===== config.mk =====
export PLATFORM = sky130hd
export DESIGN_NAME = multi_cycle_ctrl_flat
export DESIGN_NICKNAME = d
export VERILOG_FILES = /design/src/rtl/multi_cycle_ctrl_pkg.sv /design/src/rtl/multi_cycle_ctrl_if.sv /design/src/rtl/multi_cycle_ctrl_decode.sv /design/src/rtl/multi_cycle_ctrl.sv /design/src/flat_wrapper.sv
export SDC_FILE = /design/constraint.sdc
export NUM_CORES = 1
export LEC_CHECK = 0
export ABC_CLOCK_PERIOD_IN_PS = 1700
export BUFFER_PORTS_ARGS = -buffer_cell sky130_fd_sc_hd__buf_2
export CAP_MARGIN = 20
export CORE_MARGIN = 5
export CORE_UTILIZATION = 40
export CTS_BUF_LIST = sky130_fd_sc_hd__clkbuf_16
export CTS_CLUSTER_SIZE = 8
export DETAILED_ROUTE_END_ITERATION = 8
export GPL_ROUTABILITY_DRIVEN = 0
export PLACE_DENSITY = 0.86
export RECOVER_POWER = 50
export SKIP_LAST_GASP = 1
export SYNTH_ARGS = -nofsm -noshare
export SYNTH_HDL_FRONTEND = slang
export SYNTH_SLANG_ARGS = --single-unit

===== constraint.sdc =====
create_clock -name clk -period 1.7 [get_ports clk]
set_input_delay 0.17 -clock clk [delete_from_list [all_inputs] [get_ports clk]]
set_output_delay 0.17 -clock clk [all_outputs]
set_load 0.1 [all_outputs]

===== src/rtl/multi_cycle_ctrl_pkg.sv =====
// Shared encodings for the multi-cycle RV32 controller: opcodes, FSM states,
// datapath mux selects, ALU op codes and the packed control vector.
package multi_cycle_ctrl_pkg;

  localparam logic [6:0] OP_LOAD   = 7'b0000011;
  localparam logic [6:0] OP_STORE  = 7'b0100011;
  localparam logic [6:0] OP_R      = 7'b0110011;
  localparam logic [6:0] OP_IMM    = 7'b0010011;
  localparam logic [6:0] OP_BRANCH = 7'b1100011;
  localparam logic [6:0] OP_JAL    = 7'b1101111;

  localparam int unsigned StateW = 4;

  typedef enum logic [StateW-1:0] {
    StIf    = 4'd0,
    StId    = 4'd1,
    StMaddr = 4'd2,
    StMemRd = 4'd3,
    StMemWb = 4'd4,
    StMemWr = 4'd5,
    StExR   = 4'd6,
    StExI   = 4'd7,
    StAluWb = 4'd8,
    StBeq   = 4'd9,
    StJal   = 4'd10,
    StFault = 4'd11
  } state_e;

  localparam logic [1:0] ALU_ADD   = 2'd0;
  localparam logic [1:0] ALU_SUB   = 2'd1;
  localparam logic [1:0] ALU_FUNCT = 2'd2;
  localparam logic [1:0] ALU_JAL   = 2'd3;

  localparam logic [1:0] SRCA_PC    = 2'd0;
  localparam logic [1:0] SRCA_A     = 2'd1;
  localparam logic [1:0] SRCA_OLDPC = 2'd2;

  localparam logic [1:0] SRCB_B    = 2'd0;
  localparam logic [1:0] SRCB_FOUR = 2'd1;
  localparam logic [1:0] SRCB_IMM  = 2'd2;

  localparam logic [1:0] PCSRC_ALU    = 2'd0;
  localparam logic [1:0] PCSRC_ALUOUT = 2'd1;

  localparam logic [1:0] WB_ALUOUT = 2'd0;
  localparam logic [1:0] WB_MDR    = 2'd1;
  localparam logic [1:0] WB_PC     = 2'd2;

  typedef struct packed {
    logic       mem_req;
    logic       mem_read;
    logic       mem_write;
    logic       iord;
    logic       ir_write;
    logic       pc_write;
    logic       pc_write_cond;
    logic [1:0] pc_source;
    logic [1:0] alu_src_a;
    logic [1:0] alu_src_b;
    logic [1:0] alu_op;
    logic       reg_write;
    logic [1:0] mem_to_reg;
    logic       retire;
    logic       fault;
  } ctrl_t;

  // States that own the memory port and therefore wait on memReady.
  function automatic logic is_mem_state(state_e s);
    return s inside {StIf, StMemRd, StMemWr};
  endfunction

endpackage


===== src/rtl/multi_cycle_ctrl_if.sv =====
// Controller <-> datapath bundle: IR and memory handshake in, strobes and selects out.
interface multi_cycle_ctrl_if;
  import multi_cycle_ctrl_pkg::*;

  logic [31:0]       instruction;
  logic              memReady;
  logic              memReq;
  logic              memRead;
  logic              memWrite;
  logic              iorD;
  logic              irWrite;
  logic              pcWrite;
  logic              pcWriteCond;
  logic [1:0]        pcSource;
  logic [1:0]        aluSrcA;
  logic [1:0]        aluSrcB;
  logic [1:0]        aluOp;
  logic              regWrite;
  logic [1:0]        memToReg;
  logic              retire;
  logic              fault;
  logic [StateW-1:0] stateOut;

  modport master (
    input  instruction, memReady,
    output memReq, memRead, memWrite, iorD, irWrite, pcWrite, pcWriteCond, pcSource,
           aluSrcA, aluSrcB, aluOp, regWrite, memToReg, retire, fault, stateOut
  );

  modport slave (
    output instruction, memReady,
    input  memReq, memRead, memWrite, iorD, irWrite, pcWrite, pcWriteCond, pcSource,
           aluSrcA, aluSrcB, aluOp, regWrite, memToReg, retire, fault, stateOut
  );

endinterface


===== src/rtl/multi_cycle_ctrl_decode.sv =====
// Combinational state -> control-vector lookup; memReady only qualifies the
// completing strobes of memory states.
module mc_ctrl_decode
  import multi_cycle_ctrl_pkg::*;
(
  input  state_e state,
  input  logic   mem_ready,
  output ctrl_t  ctrl
);

  always_comb begin
    ctrl = '0;
    unique case (state)
      StIf: begin
        ctrl.mem_req   = 1'b1;
        ctrl.mem_read  = 1'b1;
        ctrl.alu_src_a = SRCA_PC;
        ctrl.alu_src_b = SRCB_FOUR;
        ctrl.alu_op    = ALU_ADD;
        ctrl.ir_write  = mem_ready;
        ctrl.pc_write  = mem_ready;
        ctrl.pc_source = PCSRC_ALU;
      end
      // Branch/jump target is precomputed into ALUOut from oldPC + imm.
      StId: begin
        ctrl.alu_src_a = SRCA_OLDPC;
        ctrl.alu_src_b = SRCB_IMM;
        ctrl.alu_op    = ALU_ADD;
      end
      StMaddr, StExI: begin
        ctrl.alu_src_a = SRCA_A;
        ctrl.alu_src_b = SRCB_IMM;
        ctrl.alu_op    = ALU_ADD;
      end
      StMemRd: begin
        ctrl.mem_req  = 1'b1;
        ctrl.mem_read = 1'b1;
        ctrl.iord     = 1'b1;
      end
      StMemWb: begin
        ctrl.reg_write  = 1'b1;
        ctrl.mem_to_reg = WB_MDR;
        ctrl.retire     = 1'b1;
      end
      StMemWr: begin
        ctrl.mem_req   = 1'b1;
        ctrl.mem_write = 1'b1;
        ctrl.iord      = 1'b1;
        ctrl.retire    = mem_ready;
      end
      StExR: begin
        ctrl.alu_src_a = SRCA_A;
        ctrl.alu_src_b = SRCB_B;
        ctrl.alu_op    = ALU_FUNCT;
      end
      StAluWb: begin
        ctrl.reg_write  = 1'b1;
        ctrl.mem_to_reg = WB_ALUOUT;
        ctrl.retire     = 1'b1;
      end
      StBeq: begin
        ctrl.alu_src_a     = SRCA_A;
        ctrl.alu_src_b     = SRCB_B;
        ctrl.alu_op        = ALU_SUB;
        ctrl.pc_write_cond = 1'b1;
        ctrl.pc_source     = PCSRC_ALUOUT;
        ctrl.retire        = 1'b1;
      end
      StJal: begin
        ctrl.reg_write  = 1'b1;
        ctrl.mem_to_reg = WB_PC;
        ctrl.pc_write   = 1'b1;
        ctrl.pc_source  = PCSRC_ALUOUT;
        ctrl.alu_op     = ALU_JAL;
        ctrl.retire     = 1'b1;
      end
      StFault: ctrl.fault = 1'b1;
      default: ctrl = '0;
    endcase
  end

endmodule


===== src/rtl/multi_cycle_ctrl.sv =====
// Moore sequencer for the shared multi-cycle RV32 datapath (lw, sw, add, addi, beq, jal)
// with a memory-wait watchdog that parks the core in StFault.
module multi_cycle_ctrl
  import multi_cycle_ctrl_pkg::*;
#(
  parameter int unsigned WAIT_LIMIT = 15,
  parameter int unsigned STATE_W    = 4
) (
  input  logic               clk,
  input  logic               rstn,
  multi_cycle_ctrl_if.master bus
);

  localparam int unsigned CntW = (WAIT_LIMIT > 0) ? $clog2(WAIT_LIMIT + 1) : 1;

  state_e          state_q;
  logic [CntW-1:0] wait_cnt_q;
  logic [6:0]      opcode;
  logic            waiting;
  logic            timeout;
  ctrl_t           dec;
  ctrl_t           ctrl;

  assign opcode  = bus.instruction[6:0];
  assign waiting = is_mem_state(state_q) && !bus.memReady;
  assign timeout = (WAIT_LIMIT != 0) && waiting && (wait_cnt_q == CntW'(WAIT_LIMIT));

  always_ff @(posedge clk or negedge rstn) begin
    if (!rstn) begin
      state_q    <= StIf;
      wait_cnt_q <= '0;
    end else begin
      wait_cnt_q <= (waiting && !timeout) ? wait_cnt_q + 1'b1 : '0;
      unique case (state_q)
        StIf: begin
          if (bus.memReady)  state_q <= StId;
          else if (timeout)  state_q <= StFault;
        end
        StId: begin
          case (opcode)
            OP_LOAD, OP_STORE: state_q <= StMaddr;
            OP_R:              state_q <= StExR;
            OP_IMM:            state_q <= StExI;
            OP_BRANCH:         state_q <= StBeq;
            OP_JAL:            state_q <= StJal;
            default:           state_q <= StFault;
          endcase
        end
        StMaddr: state_q <= (opcode == OP_STORE) ? StMemWr : StMemRd;
        StMemRd: begin
          if (bus.memReady)  state_q <= StMemWb;
          else if (timeout)  state_q <= StFault;
        end
        StMemWr: begin
          if (bus.memReady)  state_q <= StIf;
          else if (timeout)  state_q <= StFault;
        end
        StExR, StExI:                 state_q <= StAluWb;
        StMemWb, StAluWb, StBeq, StJal: state_q <= StIf;
        StFault:                      state_q <= StFault;
        default:                      state_q <= StFault;
      endcase
    end
  end

  mc_ctrl_decode u_decode (
    .state     (state_q),
    .mem_ready (bus.memReady),
    .ctrl      (dec)
  );

  // Gating by rstn lets an abort drop memWrite without waiting for a clock edge.
  assign ctrl = rstn ? dec : '0;

  assign bus.memReq      = ctrl.mem_req;
  assign bus.memRead     = ctrl.mem_read;
  assign bus.memWrite    = ctrl.mem_write;
  assign bus.iorD        = ctrl.iord;
  assign bus.irWrite     = ctrl.ir_write;
  assign bus.pcWrite     = ctrl.pc_write;
  assign bus.pcWriteCond = ctrl.pc_write_cond;
  assign bus.pcSource    = ctrl.pc_source;
  assign bus.aluSrcA     = ctrl.alu_src_a;
  assign bus.aluSrcB     = ctrl.alu_src_b;
  assign bus.aluOp       = ctrl.alu_op;
  assign bus.regWrite    = ctrl.reg_write;
  assign bus.memToReg    = ctrl.mem_to_reg;
  assign bus.retire      = ctrl.retire;
  assign bus.fault       = ctrl.fault;
  assign bus.stateOut    = STATE_W'(state_q);

endmodule


===== src/flat_wrapper.sv =====
// flat-port wrapper written by rule: the top's interface ports become plain ports
module multi_cycle_ctrl_flat import multi_cycle_ctrl_pkg::*;
#(
  parameter int unsigned WAIT_LIMIT = 15,
  parameter int unsigned STATE_W    = 4
)
  (clk, rstn, bus_instruction, bus_memReady, bus_memReq, bus_memRead, bus_memWrite, bus_iorD, bus_irWrite, bus_pcWrite, bus_pcWriteCond, bus_pcSource, bus_aluSrcA, bus_aluSrcB, bus_aluOp, bus_regWrite, bus_memToReg, bus_retire, bus_fault, bus_stateOut);
  multi_cycle_ctrl_if bus_i ();
  input  logic clk;
  input  logic rstn;
  input wire logic [$bits(bus_i.instruction)-1:0] bus_instruction;
  input wire logic [$bits(bus_i.memReady)-1:0] bus_memReady;
  output wire logic [$bits(bus_i.memReq)-1:0] bus_memReq;
  output wire logic [$bits(bus_i.memRead)-1:0] bus_memRead;
  output wire logic [$bits(bus_i.memWrite)-1:0] bus_memWrite;
  output wire logic [$bits(bus_i.iorD)-1:0] bus_iorD;
  output wire logic [$bits(bus_i.irWrite)-1:0] bus_irWrite;
  output wire logic [$bits(bus_i.pcWrite)-1:0] bus_pcWrite;
  output wire logic [$bits(bus_i.pcWriteCond)-1:0] bus_pcWriteCond;
  output wire logic [$bits(bus_i.pcSource)-1:0] bus_pcSource;
  output wire logic [$bits(bus_i.aluSrcA)-1:0] bus_aluSrcA;
  output wire logic [$bits(bus_i.aluSrcB)-1:0] bus_aluSrcB;
  output wire logic [$bits(bus_i.aluOp)-1:0] bus_aluOp;
  output wire logic [$bits(bus_i.regWrite)-1:0] bus_regWrite;
  output wire logic [$bits(bus_i.memToReg)-1:0] bus_memToReg;
  output wire logic [$bits(bus_i.retire)-1:0] bus_retire;
  output wire logic [$bits(bus_i.fault)-1:0] bus_fault;
  output wire logic [$bits(bus_i.stateOut)-1:0] bus_stateOut;
  assign bus_i.instruction = bus_instruction;
  assign bus_i.memReady = bus_memReady;
  assign bus_memReq = bus_i.memReq;
  assign bus_memRead = bus_i.memRead;
  assign bus_memWrite = bus_i.memWrite;
  assign bus_iorD = bus_i.iorD;
  assign bus_irWrite = bus_i.irWrite;
  assign bus_pcWrite = bus_i.pcWrite;
  assign bus_pcWriteCond = bus_i.pcWriteCond;
  assign bus_pcSource = bus_i.pcSource;
  assign bus_aluSrcA = bus_i.aluSrcA;
  assign bus_aluSrcB = bus_i.aluSrcB;
  assign bus_aluOp = bus_i.aluOp;
  assign bus_regWrite = bus_i.regWrite;
  assign bus_memToReg = bus_i.memToReg;
  assign bus_retire = bus_i.retire;
  assign bus_fault = bus_i.fault;
  assign bus_stateOut = bus_i.stateOut;
  multi_cycle_ctrl #(.WAIT_LIMIT(WAIT_LIMIT), .STATE_W(STATE_W)) u_core (.clk(clk), .rstn(rstn), .bus(bus_i));
endmodule

==> impl_metrics.csv <==
group,metric,value,unit
power_and_ir_drop,power.density,384,nW/µm²
synth,synth_cells,111,
synth,netlist_area,833,µm²
global_routing,track_usage,0.231,
power_and_ir_drop,p_sw_frac,0.217,
place,dpl_worst_slack,0.0830,ns
worst_setup_path,crit_chain,"buf_6, nor2b_1, nand2_1, a21oi_4, buf_12",
timing,rsz0062_at_grt,"true",
worst_setup_path,timing.reg2reg.setup_slack,-0.07,ns
clocking,cts_buffers,3,
power_and_ir_drop,p_clk_frac,0.594,
final_layout,final_layout_size_suffix_gt1_frac,0.623,
clocking,clockBufferDepth,2,
synth,syn-mean-instance-area,7.51,µm²
global_routing,grt_pass1_vias,1192,
synth,ys_top_cells_by_count,"16 x nor2_1, 8 x dfrtp_1, 8 x nand2_1",
clocking,clk_pin_slew,0.04,ns
worst_setup_path,worst-setup-path-type,"register to output pin",
run_status,violations,"setup timing",
synth,synth.ff_latch_count,8,
routing,wl,3790,µm
hold_path,hold_end,"u_core.bus.stateOut[1]$_DFF_PN0_",
clocking,htreeDepth,1,
routing,dr_total_vias,1106,
final_layout,final_area,1750,µm²
routing,ant_nets,0,
clocking,clock-root-buffer,"clkbuf_16",
timing,finalClockSkew,0.00335,ns
timing,finalSetupViolCount,16,
run_status,status,"finished, violations left",
global_routing,grt_max_degree,12,
worst_setup_path,worstPathRequired,1.53,ns
routing,drt-vias-per-instance,5.85,
synth,yosys_warnings,0,
final_layout,area_delta_synth_final,110,%
hold_path,hp-class,"primary input to register",
synth,synth_edf_count,0,
synth,yosys.area.top_type,"dfrtp_1",
job,max_cap_viol_count,0,
synth,ys_types,42,
worst_setup_path,cp.depth,5,
global_routing,grt_pass1_wl,5860,µm
power_and_ir_drop,p_int,527,µW
synth,synthArstFlopShare,1.00,
worst_setup_path,r2r_start,"u_core.bus.stateOut[0]$_DFF_PN0_",
global_routing,grt_overflow,0,
hold_path,whs_path_depth,3,
floorplan,fp.dieH,55.6,µm
power_and_ir_drop,p_leak,0.000788,µW
floorplan,coreArea,1980,µm²
synth,yosysSeqAreaShare,0.240,
synth,synth-main-ff-cell,"dfrtp_1",
floorplan,die-area,3100,µm²
timing,hold_viol,0,
floorplan,fp-row-count,16,
worst_setup_path,crit_arrival,1.70,ns
synth,netlist.area_leader.share,0.240,
place,port_buffers,32,
routing,dr.pass1.iters,4,
routing,first_iter_violations,43,
floorplan,ios,59,
timing,fin_crit_sh,1.10,
final_layout,diodes,0,
worst_setup_path,crit_fanout,7,
worst_setup_path,worst-path-buf-inv,2,
power_and_ir_drop,pwr-share-seq,0.285,
timing,finalCriticalPeriod,1.87,ns
power_and_ir_drop,vdd_ir_drop_max,0.00103,V
place,place_area,1430,µm²
final_layout,num-fill-cells,85,
hold_path,holdCritStartpoint,"bus_instruction[5]",
worst_setup_path,endpoint_kind,"output pin",
timing,final.setup.worst_slack,-0.171,ns
routing,drcViolationCount,0,
routing,routedWlPerCell,20.1,µm
synth,yosysMostFrequentCell,"nor2_1",
timing,slew_violations,0,
worst_setup_path,cp_top_family,"flip-flops",
floorplan,die_w,55.6,µm
clocking,cts.sinks,8,
worst_setup_path,start_kind,"register",
floorplan,initial_utilization,0.420,
timing,fmax,0.535,GHz
synth,synth_area_leaders,"dfrtp_1 24%, nor2_1 7.2%, nand2b_1 4.5%, a21oi_1 3.6%, mux2i_1 3.6%",
final_layout,nets,199,
worst_setup_path,crit_slowest_cell,"dfrtp_4",
worst_setup_path,slowest_delay,0.53,ns
clocking,insertion_delay,0.23,ns
power_and_ir_drop,power_frac_comb,0.121,
place,hpwl,2180,µm
synth,synth_nets,147,
worst_setup_path,timing.rr.end,"u_core.bus.stateOut[3]$_DFF_PN0_",
power_and_ir_drop,p_switching,146,µW
clocking,tritoncts,"done",
worst_setup_path,rr_worst_depth,6,
global_routing,grt_antenna_before_repair,0,
## cells by family after synthesis
family / synth area share
XOR/XNOR: 0.0315
multiplexers: 0.0360
AND/OR/NAND/NOR: 0.411
other: 0.00450
AO/OA/AOI/OAI: 0.164
flip-flops: 0.240
buffers and inverters: 0.0976
adder cells (fa/ha/maj): 0.0150
## power groups by stage
stage	sequential, µW	combinational, µW	clock [µW]
floorplan	194	41.9	0
global placement	194	68.1	0
detailed placement	194	71.4	0
CTS	191	76.1	399
global route	191	85.9	414
finish	191	81.4	400
## sequential cells by signal, indices dropped and copies added, names as in the netlist
| name | count |
|---|---|
| u_core.bus.stateOut | 4 |
| u_core.wait_cnt_q | 4 |
## placed cells by master (no fill, tap or decap), types with 2 or more instances in the layout
cell,synthesis,layout
buf_12,0,19
buf_4,3,18
buf_2,2,13
nor2_1,16,8
nand2_1,8,8
nor2_4,0,5
buf_6,2,5
nand3_1,4,4
dfrtp_4,0,4
dfrtp_1,8,4
inv_1,2,3
nand2b_4,0,3
nor3b_1,4,3
nor3_1,6,3
a21oi_4,0,3
nor2_2,0,3
mux2i_1,3,3
clkbuf_16,0,3
nor2b_1,4,2
a21oi_1,6,2
nand2b_2,0,2
nor3_4,0,2
and3_4,0,2
and2_4,0,2
o21a_1,3,2
nand4_1,2,2
dlygate4sd3_1,0,2
## worst register-to-register path: stages, from the launching register on
cell and delay [ns]:
dfrtp_4 0.51, buf_4 0.17, buf_4 0.15, nor4b_2 0.17, a22oi_2 0.23, o22ai_2 0.15, a221o_1 0.28
## area by class of cell
| class | count | area, µm² | area share |
|---|---|---|---|
| well taps | 27 | 33.8 | 0.0193 |
| repair buffers | 58 | 662 | 0.378 |
| clock inverters | 1 | 3.75 | 0.00214 |
| multi-input cells | 89 | 751 | 0.429 |
| clock buffers | 3 | 75.1 | 0.0429 |
| flip-flops and latches | 8 | 215 | 0.123 |
| inverters | 3 | 11.3 | 0.00643 |
## routing by layer
layer,track usage,part of all wire,vias to the layer above
li1,-,-,483
met1,0.266,0.38,549
met2,0.394,0.51,60
met3,0.0626,0.070,14
met4,0.111,0.045,0
met5,0,0,-
## through the flow
stage / instances / setup TNS, ns / total power, µW / hold slack (ns) / util
global route: 189 / -1.67 / 691 / 0.355 / 0.884
global placement: 166 / 0 / 262 / 0.0208 / 0.723
floorplan: 111 / -4.87 / 236 / -0.126 / -
detailed placement: 166 / 0 / 266 / 0.0354 / 0.723
CTS: 185 / -0.318 / 666 / 0.307 / 0.852
finish: 189 / -0.982 / 673 / 0.323 / 0.884
## how the worst max path moves through the flow
stage	startpoint	slack, ns	to
2_1_floorplan	u_core.bus.stateOut[2]$_DFF_PN0_	-0.62	bus_pcWrite
3_3_place_gp	u_core.bus.stateOut[0]$_DFF_PN0_	0.13	u_core.bus.stateOut[3]$_DFF_PN0_
3_5_place_dp	u_core.bus.stateOut[1]$_DFF_PN0_	0.08	u_core.bus.stateOut[2]$_DFF_PN0_
4_1_cts	u_core.bus.stateOut[2]$_DFF_PN0_	-0.04	bus_pcWriteCond
5_1_grt	u_core.bus.stateOut[3]$_DFF_PN0_	-0.20	bus_iorD
6_report	u_core.bus.stateOut[3]$_DFF_PN0_	-0.17	bus_iorD
## timing repair
action,CTS,global route
endpoints found under the setup margin,16,20
gates resized for setup,17,9
setup buffers,13,4
hold buffers,2,0
hold endpoints to repair,3,0
pin swaps,4,6
No activity file was read; power rests on OpenSTA's default activity.
